File: config.mk
export PLATFORM = sky130hd
export DESIGN_NAME = mem_in_fetch
export DESIGN_NICKNAME = d
export VERILOG_FILES = /design/src/rtl/mem_in_fetch.sv
export SDC_FILE = /design/constraint.sdc
export NUM_CORES = 1
export LEC_CHECK = 0
export ABC_CLOCK_PERIOD_IN_PS = 3580
export CORE_MARGIN = 3
export CORE_UTILIZATION = 35
export CTS_CLUSTER_DIAMETER = 50
export CTS_CLUSTER_SIZE = 28
export DETAILED_ROUTE_END_ITERATION = 8
export PLACE_DENSITY = 0.52
export SKIP_CTS_REPAIR_TIMING = 1
export SLEW_MARGIN = 15
export SYNTH_ARGS = -nofsm -noshare
export SYNTH_HDL_FRONTEND = slang
export SYNTH_SLANG_ARGS = --single-unit
File: constraint.sdc
create_clock -name clk -period 3.58 [get_ports clk]
set_clock_uncertainty 0.2 [all_clocks]
set_input_delay 1.074 -clock clk [delete_from_list [all_inputs] [get_ports clk]]
set_output_delay 1.074 -clock clk [all_outputs]
set_load 0.05 [all_outputs]
File: src/rtl/mem_in_fetch.sv
// rtl/mem_in_fetch.sv - frame fetcher from SRAM into a small output FIFO (optional macro MEM_IN_FETCH_STALL_CNT_EN adds stall_cnt)
module mem_in_fetch #(
  parameter int ADDR_W     = 15,
  parameter int DATA_W     = 64,
  parameter int NUM_WORDS  = 32768,
  parameter int FIFO_DEPTH = 4
) (
  input  logic              clk,
  input  logic              reset,
  input  logic              start,
  output logic              sram_cen,
  output logic [ADDR_W-1:0] sram_addr,
  input  logic [DATA_W-1:0] sram_q,
  output logic              out_valid,
  input  logic              out_ready,
  output logic [DATA_W-1:0] out_data,
  output logic [2:0]        out_row,
  output logic              out_last,
  output logic              busy,
  output logic              done
`ifdef MEM_IN_FETCH_STALL_CNT_EN
  ,
  output logic [31:0]       stall_cnt
`endif
);

  localparam int PTR_W = $clog2(FIFO_DEPTH);
  localparam int CNT_W = PTR_W + 1;
  localparam logic [ADDR_W-1:0] LAST_ADDR = ADDR_W'(NUM_WORDS - 1);

  typedef enum logic [1:0] {IDLE, FETCH, DRAIN} state_t;

  state_t            state, state_nxt;
  logic              issue;
  logic [ADDR_W-1:0] issue_addr;
  logic [ADDR_W-1:0] rd_addr;
  logic              iss_last;
  logic              wr_pend;
  logic [2:0]        wr_row;
  logic              wr_last;
  logic              push, pop;
  logic [CNT_W:0]    committed;
  logic              credit_ok;

  logic [DATA_W-1:0] fifo_data [FIFO_DEPTH];
  logic [2:0]        fifo_row  [FIFO_DEPTH];
  logic              fifo_last [FIFO_DEPTH];
  logic [PTR_W-1:0]  wr_ptr, rd_ptr;
  logic [CNT_W-1:0]  count;

  // sram_cen low means a read is on the bus now; wr_pend means its data is on sram_q now.
  // Both count against FIFO space so returning data always has a slot.
  assign committed = {1'b0, count} + (CNT_W+1)'(wr_pend) + (CNT_W+1)'(!sram_cen);
  assign credit_ok = committed < (CNT_W+1)'(FIFO_DEPTH);

  assign push      = wr_pend;
  assign out_valid = (count != '0);
  assign pop       = out_valid & out_ready;
  assign busy      = (state != IDLE);

  // Head outputs read zero while the FIFO is empty so reset values hold without clearing storage
  assign out_data  = out_valid ? fifo_data[rd_ptr] : '0;
  assign out_row   = out_valid ? fifo_row[rd_ptr]  : 3'd0;
  assign out_last  = out_valid ? fifo_last[rd_ptr] : 1'b0;

  // State register
  always_ff @(posedge clk or negedge reset) begin
    if (!reset) state <= IDLE;
    else        state <= state_nxt;
  end

  // Next state and read-issue decision; a start launches address 0 on the accepting edge
  always_comb begin
    state_nxt  = state;
    issue      = 1'b0;
    issue_addr = rd_addr;
    case (state)
      IDLE: begin
        issue_addr = '0;
        if (start) begin
          issue     = 1'b1;
          state_nxt = (LAST_ADDR == '0) ? DRAIN : FETCH;
        end
      end
      FETCH: begin
        if (credit_ok) begin
          issue = 1'b1;
          if (rd_addr == LAST_ADDR) state_nxt = DRAIN;
        end
      end
      DRAIN: begin
        if (pop && out_last) state_nxt = IDLE;
      end
      default: state_nxt = IDLE;
    endcase
  end

  // SRAM read pipeline, FIFO pointers/occupancy and the done pulse
  always_ff @(posedge clk or negedge reset) begin
    if (!reset) begin
      sram_cen  <= 1'b1;
      sram_addr <= '0;
      rd_addr   <= '0;
      iss_last  <= 1'b0;
      wr_pend   <= 1'b0;
      wr_row    <= 3'd0;
      wr_last   <= 1'b0;
      wr_ptr    <= '0;
      rd_ptr    <= '0;
      count     <= '0;
      done      <= 1'b0;
    end else begin
      sram_cen <= !issue;
      if (issue) begin
        sram_addr <= issue_addr;
        rd_addr   <= issue_addr + ADDR_W'(1);
        iss_last  <= (issue_addr == LAST_ADDR);
      end
      wr_pend <= !sram_cen;
      if (!sram_cen) begin
        wr_row  <= sram_addr[2:0];
        wr_last <= iss_last;
      end
      if (push) wr_ptr <= wr_ptr + PTR_W'(1);
      if (pop)  rd_ptr <= rd_ptr + PTR_W'(1);
      count <= count + CNT_W'(push) - CNT_W'(pop);
      done  <= (state == DRAIN) && pop && out_last;
    end
  end

  // FIFO storage; no reset needed because the head is masked while empty
  always_ff @(posedge clk) begin
    if (push) begin
      fifo_data[wr_ptr] <= sram_q;
      fifo_row[wr_ptr]  <= wr_row;
      fifo_last[wr_ptr] <= wr_last;
    end
  end

`ifdef MEM_IN_FETCH_STALL_CNT_EN
  // Backpressure counter: cycles the head waited on downstream during a frame, saturating
  always_ff @(posedge clk or negedge reset) begin
    if (!reset)
      stall_cnt <= '0;
    else if (state == IDLE && start)
      stall_cnt <= '0;
    else if (busy && out_valid && !out_ready && stall_cnt != '1)
      stall_cnt <= stall_cnt + 32'd1;
  end
`endif

endmodule

======== Word level (Yosys, flattened, before mapping) ========
Memories as Yosys holds them, arrays and structs flattened.
Cells that the tools add are included.
word-level totals
  register bits after elaboration ......... 47
  RAM bits ................................ 272
  bits of input ports ..................... 68
  logic and storage cells ................. 55
  memories kept ........................... 3
memory list
  memory     words  bits a word  rd ports  clocked after Yosys merged registers in  write ports  line  text
  fifo_data  4      64           1         0                                        1            45    logic [DATA_W-1:0] fifo_data [FIFO_DEPTH];
  fifo_row   4      3            1         0                                        1            46    logic [2:0] fifo_row [FIFO_DEPTH];
  fifo_last  4      1            1         0                                        1            47    logic fifo_last [FIFO_DEPTH];
cells by class
  $add $sub $neg .......................... 7
  $lt $le $gt $ge ......................... 1
  equal/unequal tests ..................... 8
  muxes and demuxes ....................... 14
  bitwise operators ....................... 1
  reductions and logical operators ........ 9
operator list
  kind                   count
  $mux 64                1
  $eq 15x15->1 const B   2
  $add 15x1->15 const B  1
  $mux 15                1
  $mux 2                 4
  $ne 2x2->1 const B     4
  $pmux 2 s3             1
  $mux 1                 5
  $add 2x1->2 const B    2
  $add 3x1->4            1
  $add 4x1->4            1
  $lt 4x3->1 const B     1
  $reduce_and 4->1       1
  $add 3x1->3            1
  $logic_and 1x1->1      3
  $mux 3                 1
  $reduce_bool 3->1      1
  $sub 3x1->3            1
  $eq 2x1->1 const B     1
  $eq 2x2->1 const B     1
  $logic_not 1->1        2
  $logic_not 2->1        1
  $pmux 1 s2             1
  $reduce_bool 2->1      1
  $and 1x1->1            1

======== Logic depth before layout (Yosys ltp) ========
Gate-level depths: netlist of the first run.
  depth in word-level cells ............... 6
  mapped depth ............................ 11

======== Worst setup path before layout of the first run ========
No wires, ideal clock.
  path kind ............................... register -> output
  start point ............................. register count[1]
  end point ............................... output port out_data[56]
  arrival ................................. 1.910 ns
  setup slack ............................. 0.396 ns
  stages on the path, launching flop included .. 5
  path through ............................ dfrtp_1 > or3_1 > clkbuf_1 > clkbuf_1 > and2_1
between the ends
  longest elaborated chain between the ends .. 2
RTL lines
  item                    line  text
  start, declared         49    logic [CNT_W-1:0] count;
  start signal, assigned  126   count <= count + CNT_W'(push) - CNT_W'(pop);
  $reduce_bool 3->1       57    assign out_valid = (count != '0);
  via out_valid           14    output logic out_valid,
  $mux 64                 62    assign out_data = out_valid ? fifo_data[rd_ptr] : '0;
  end, declared           16    output logic [DATA_W-1:0] out_data,
The timed path passes the listed nets, and every way through them passes these cells.

======== Worst setup path in the final report of the first run ========
  start point ............................. register rd_ptr[0]
  end point ............................... output port out_data[40]
between the ends
  longest elaborated chain between the ends .. 2
RTL lines
  item                    line  text
  start, declared         48    logic [PTR_W-1:0] wr_ptr, rd_ptr;
  start signal, assigned  125   if (pop) rd_ptr <= rd_ptr + PTR_W'(1);
  $mem_v2 4x64            --
  $mux 64                 62
No other way between the ends.

==> out/results.txt, run 1 <==
status: finished clean
Die W: 194.6 um
RSZ-0062 raised after global routing: yes
gr usage total: 13.93%
most frequent cells after synthesis: edfxtp_1 (272), and2_1 (72), mux4_2 (68), dfrtp_1 (46), nand2_1 (46)
DP Wirelength: 16520 um
fmax: 284.0 MHz
latest clock arrival within the worst-skew pair: 0.51 ns
core area: 34800 um2
CP dominant cell by count: buf_4
Slew @ Worst Pin: 1.059 ns
average cell area after synthesis: 18.95 um2
ANT nets after route: 0
CTS tree: built
I/O Buffers: 154
Post-DP Area: 14530 um2
share of layout cells above drive strength 1: 27.87%
CTS H-tree depth: 2
Max-Slew Margin vs Limit: 28.90%
Async S/R FF share, synth: 14.73%
Sink Count: 319
reg-to-reg slack, setup: 0.72 ns
DR iter-0 viols: 332
Clock transition at path regs: 0.06 ns
DIE AREA: 37880 um2
final worst setup slack: 0.05879 ns
clk root buf: clkbuf_16
Slew Viols, Final: 0
CP Class: flip-flop to primary output
vias in the first global route: 7084
global-route wire length before repair: 41300 um
critical path capture point type: primary output
CP bufs+invs: 2
post-synthesis sequential area ratio: 75.04%
critical-path maximum fanout: 12
drt drc: 0
Synth area leaders: edfxtp_1 (66%), mux4_2 (12%), dfrtp_1 (9.2%)
CP top delay family: flip-flops
setup TNS: 0 ns
vias: 6484
Detailed Routing Iterations Pass 1: 4
largest net degree at the start of global routing: 54
Final Hold Fails: 0
reg2reg end: rd_addr[2]
post-synth top area cell: edfxtp_1
Clock Path Buffers: 3
top_reg_cell synth: edfxtp_1
Num CTS Buffers: 36
Crit Reg-Reg Startpoint: sram_cen
Synth top area share: 65.59%
DRT Wirelength: 26690 um
pre-CTS setup slack: 0.4357 ns
Final nets: 921
Hold Crit Class: input port to async pin
initial antenna violation count: 2
final setup fails: 0
GPL Wtd Cong: 0.7907
Rows: 68
Synth Instances: 657
die height: 194.6 um
ant diodes: 0
Min Clock Period, post-route: 3.521 ns
period utilization: 98.36%
synthesized area: 12450 um2
Ys Warns: 0
count leader, synth: edfxtp_1
initial core utilization: 35.79%
Cell Chain, Critical Path: buf_4, mux4_2, and2_1, buf_4
Crit path arrival time: 2.25 ns
maxcap violations: 0
Worst path max stage delay: 0.58 ns
average wire per standard cell: 20.11 um
Seq cells post-synth: 319
CP Launch Type: flip-flop
number of synthesized flops with an enable pin: 272
drt via density: 4.886
WP data required: 2.31 ns
R2R cell count: 7
Final Cell Area: 15840 um2
Net Count, Synth: 734
IO Pins: 155
Slowest cell on crit path: dfrtp_4
Yosys cell types: 46
Syn-to-layout area delta: 27.16%
Overflow after GRT: 0
## layout make-up
class,instances,area (um2)
Fill cell,2950,18960
Multi-Input combinational cell,296,2949
Timing Repair Buffer,181,1717
Sequential cell,319,9353
Tap cell,455,569.3
Inverter,10,37.54
Clock inverter,27,255.2
Clock buffer,39,954.7
## per-stage QoR
stage | hold WS (ns) | cells | util (%)
floorplan | 0.2619 | 657 | -
global placement | 0.2831 | 1254 | 41.77
detailed placement | 0.2825 | 1254 | 41.77
CTS | 0.2531 | 1320 | 45.24
global route | 0.2766 | 1327 | 45.51
finish | 0.2666 | 1327 | 45.51
## routing by layer
layer | routed length (um) | global-route usage (%)
met1 | 11280 | 18.24
met2 | 13490 | 23.49
met3 | 1479 | 3.588
met4 | 405 | 3.271
met5 | 31 | 0
## kinds of logic (layout without fill, tap and decap cells)
| group | Yosys count | count (layout) | share of synthesized area, % |
|---|---|---|---|
| xor gates and xnor gates | 10 | 10 | 0.7033 |
| adders and majority gates | 9 | 9 | 0.9646 |
| buffers and inverters | 42 | 257 | 1.397 |
| and+or+nand+nor | 159 | 159 | 6.872 |
| muxes | 75 | 75 | 12.92 |
| AOI/OAI and AO/OA | 43 | 43 | 2.100 |
| DFF | 319 | 319 | 75.04 |
## placed cells by master (no fill, tap or decap), types with 7 or more instances in the layout
cell	count
nor2_1	12
clkdlybuf4s50_1	84
nand3_1	9
buf_12	11
and2_1	68
dfrtp_1	44
clkbuf_16	38
inv_1	10
o21ai_0	25
buf_4	82
inv_8	7
edfxtp_1	272
ha_1	8
nand2_1	46
mux4_2	68
## worst reg2reg max path, stage by stage, from the launching register on
cell      delay (ns)
dfstp_2         0.64
inv_1           0.09
ha_1            0.31
nand2_1         0.10
a311oi_1        0.12
o21ai_1         0.85
nor3b_1         0.11
or2_2           0.31
## registers in the layout, indices dropped and copies added, names as in the netlist
| name | cells |
|---|---|
| rd_ptr | 2 |
| done | 1 |
| fifo_data | 256 |
| wr_row | 3 |
| wr_last | 1 |
| fifo_last | 4 |
| iss_last | 1 |
| wr_ptr | 2 |
| fifo_row | 12 |
| count | 3 |
| push | 1 |
| state | 2 |
| sram_addr | 15 |
| sram_cen | 1 |
| rd_addr | 15 |
## how the worst max path moves through the flow
stage          cells after the start           end       from
2_1_floorplan                      4  out_data[56]   count[1]
3_3_place_gp                       4  out_data[41]   count[1]
3_5_place_dp                       4  out_data[41]   count[1]
4_1_cts                            4  out_data[41]   count[1]
5_1_grt                            4  out_data[40]  rd_ptr[0]
6_report                           4  out_data[40]  rd_ptr[0]
Power of run 1 is not shown: default switching activity piles up to over one toggle a cycle in this logic, so the estimate is an artifact.
==> inputs of run 2 (changes only) <==
--- a/config.mk
+++ b/config.mk
@@ -6,6 +6,7 @@
 export NUM_CORES = 1
 export LEC_CHECK = 0
 export ABC_CLOCK_PERIOD_IN_PS = 3580
+export CAP_MARGIN = 20
 export CORE_MARGIN = 3
 export CORE_UTILIZATION = 35
 export CTS_CLUSTER_DIAMETER = 50
==> results of run 2 <==
Final layout, timing and power as in run 1 (identical DEF).
Power of run 2 is left out for the same reason.
==> inputs of run 3 (changes only) <==
--- a/config.mk
+++ b/config.mk
@@ -10,7 +10,7 @@
 export CORE_MARGIN = 3
 export CORE_UTILIZATION = 35
 export CTS_CLUSTER_DIAMETER = 50
-export CTS_CLUSTER_SIZE = 28
+export CTS_CLUSTER_SIZE = 8
 export DETAILED_ROUTE_END_ITERATION = 8
 export PLACE_DENSITY = 0.52
 export SKIP_CTS_REPAIR_TIMING = 1
==> run 3 against run 2 <==
Register-to-register slack gained 0.02 ns. Cell count rose by 0.30%. Largest cell class unchanged. Sequential share of layout area down 0.61 points.
==> out/results.txt, run 3 (synthesized netlist as in run 1, its figures left out) <==
pre-CTS setup slack: 0.4357 ns
initial core utilization: 35.79%
CTS H-tree depth: 2
R2R cell count: 7
largest net degree at the start of global routing: 54
clk root buf: clkbuf_16
GPL Wtd Cong: 0.7907
Min Clock Period, post-route: 3.542 ns
biggest regs: fifo_data x256, rd_addr x15, sram_addr x15
DRT Wirelength: 27310 um
max reg flops: 256
CTS tree: built
critical path capture point type: primary output
Clock transition at path regs: 0.05 ns
Cells after DPL: 1254
M3 GR Usage: 3.883%
Rows: 68
vias in the first global route: 7174
Crit path arrival time: 2.27 ns
final worst setup slack: 0.03828 ns
Worst path max stage delay: 0.59 ns
global-route wire length before repair: 42160 um
CP dominant cell by count: buf_4
core area: 34800 um2
fmax: 282.3 MHz
DP Wirelength: 16520 um
initial antenna violation count: 2
average wire per standard cell: 20.52 um
CP Depth: 4
Slew @ Worst Pin: 1.040 ns
critical-path maximum fanout: 12
Clock Path Buffers: 3
Slew Viols, Final: 0
Final Hold Fails: 0
CP top delay family: flip-flops
I/O Buffers: 154
Cell Chain, Critical Path: buf_4, mux4_2, and2_1, buf_4
Max-Slew Margin vs Limit: 30.23%
drt drc: 0
DIE AREA: 37880 um2
drt via density: 4.941
gr usage total: 14.29%
IO Pins: 155
maxcap violations: 0
ANT nets after route: 0
GRT met2 Usage: 23.83%
CP bufs+invs: 2
Sink Count: 319
WP data required: 2.31 ns
Syn-to-layout area delta: 28.49%
CP Class: flip-flop to primary output
CP Launch Type: flip-flop
RSZ-0062 raised after global routing: yes
Slowest cell on crit path: dfrtp_4
vias: 6576
Die W: 194.6 um
Crit Reg-Reg Startpoint: sram_cen
Hold Crit Class: input port to async pin
status: finished clean
Overflow after GRT: 0
Final Non-Filler Cells: 1331
period utilization: 98.93%
Detailed Routing Iterations Pass 1: 4
most frequent cells in the layout: edfxtp_1 (272), clkdlybuf4s50_1 (84), buf_4 (79), mux4_2 (68), and2_1 (67)
GR peak layer: met2
share of layout cells above drive strength 1: 27.51%
WHS: 0.2545 ns
reg-to-reg slack, setup: 0.74 ns
M1 GR Usage: 18.72%
die height: 194.6 um
latest clock arrival within the worst-skew pair: 0.52 ns
most common cell after layout, fill and taps aside: edfxtp_1
Num CTS Buffers: 48
final setup fails: 0
Final nets: 933
DR iter-0 viols: 307
Reg with most FFs: fifo_data
ant diodes: 0
reg2reg end: rd_addr[2]
## run 3: changes by cell type in the layout (fill, tap and decap cells not counted), sizes merged
cell	before	now
inv	24	11
clkinvlp	3	0
clkbuf	39	63
clkinv	9	5
## run 3: worst max path at each step
stage                         to      start  slack, ns
finish              out_data[40]  rd_ptr[0]       0.04
floorplan           out_data[56]   count[1]       0.40
global placement    out_data[41]   count[1]       0.46
global route        out_data[40]  rd_ptr[0]      -0.02
CTS                 out_data[41]   count[1]      -0.13
detailed placement  out_data[41]   count[1]       0.44
## run 3: through the flow
step / area [um2] / utilization, % / TNS (ns)
2_1_floorplan: 12450 / - / 0
3_3_place_gp: 14530 / 41.77 / 0
3_5_place_dp: 14530 / 41.77 / 0
4_1_cts: 15900 / 45.68 / -5.380
5_1_grt: 16000 / 45.98 / -0.04762
6_report: 16000 / 45.98 / 0
## run 3: routing by layer
metal | share of wire (%) | wire length [um] | vias up
li1 | - | - | 2956
met1 | 42 | 11510 | 3393
met2 | 50 | 13730 | 176
met3 | 5.7 | 1549 | 47
met4 | 1.8 | 495 | 4
met5 | 0.11 | 31 | -
## run 3: layout make-up
cell class | count | area, um2
fill | 2967 | 18800
sequential | 319 | 9353
multi-input combinational | 296 | 2952
timing repair buffer | 181 | 1728
clock buffer | 63 | 1287
tap | 455 | 569.3
clock inverter | 7 | 75.07
inverter | 10 | 37.54
Power of run 3 is left out for the same reason.
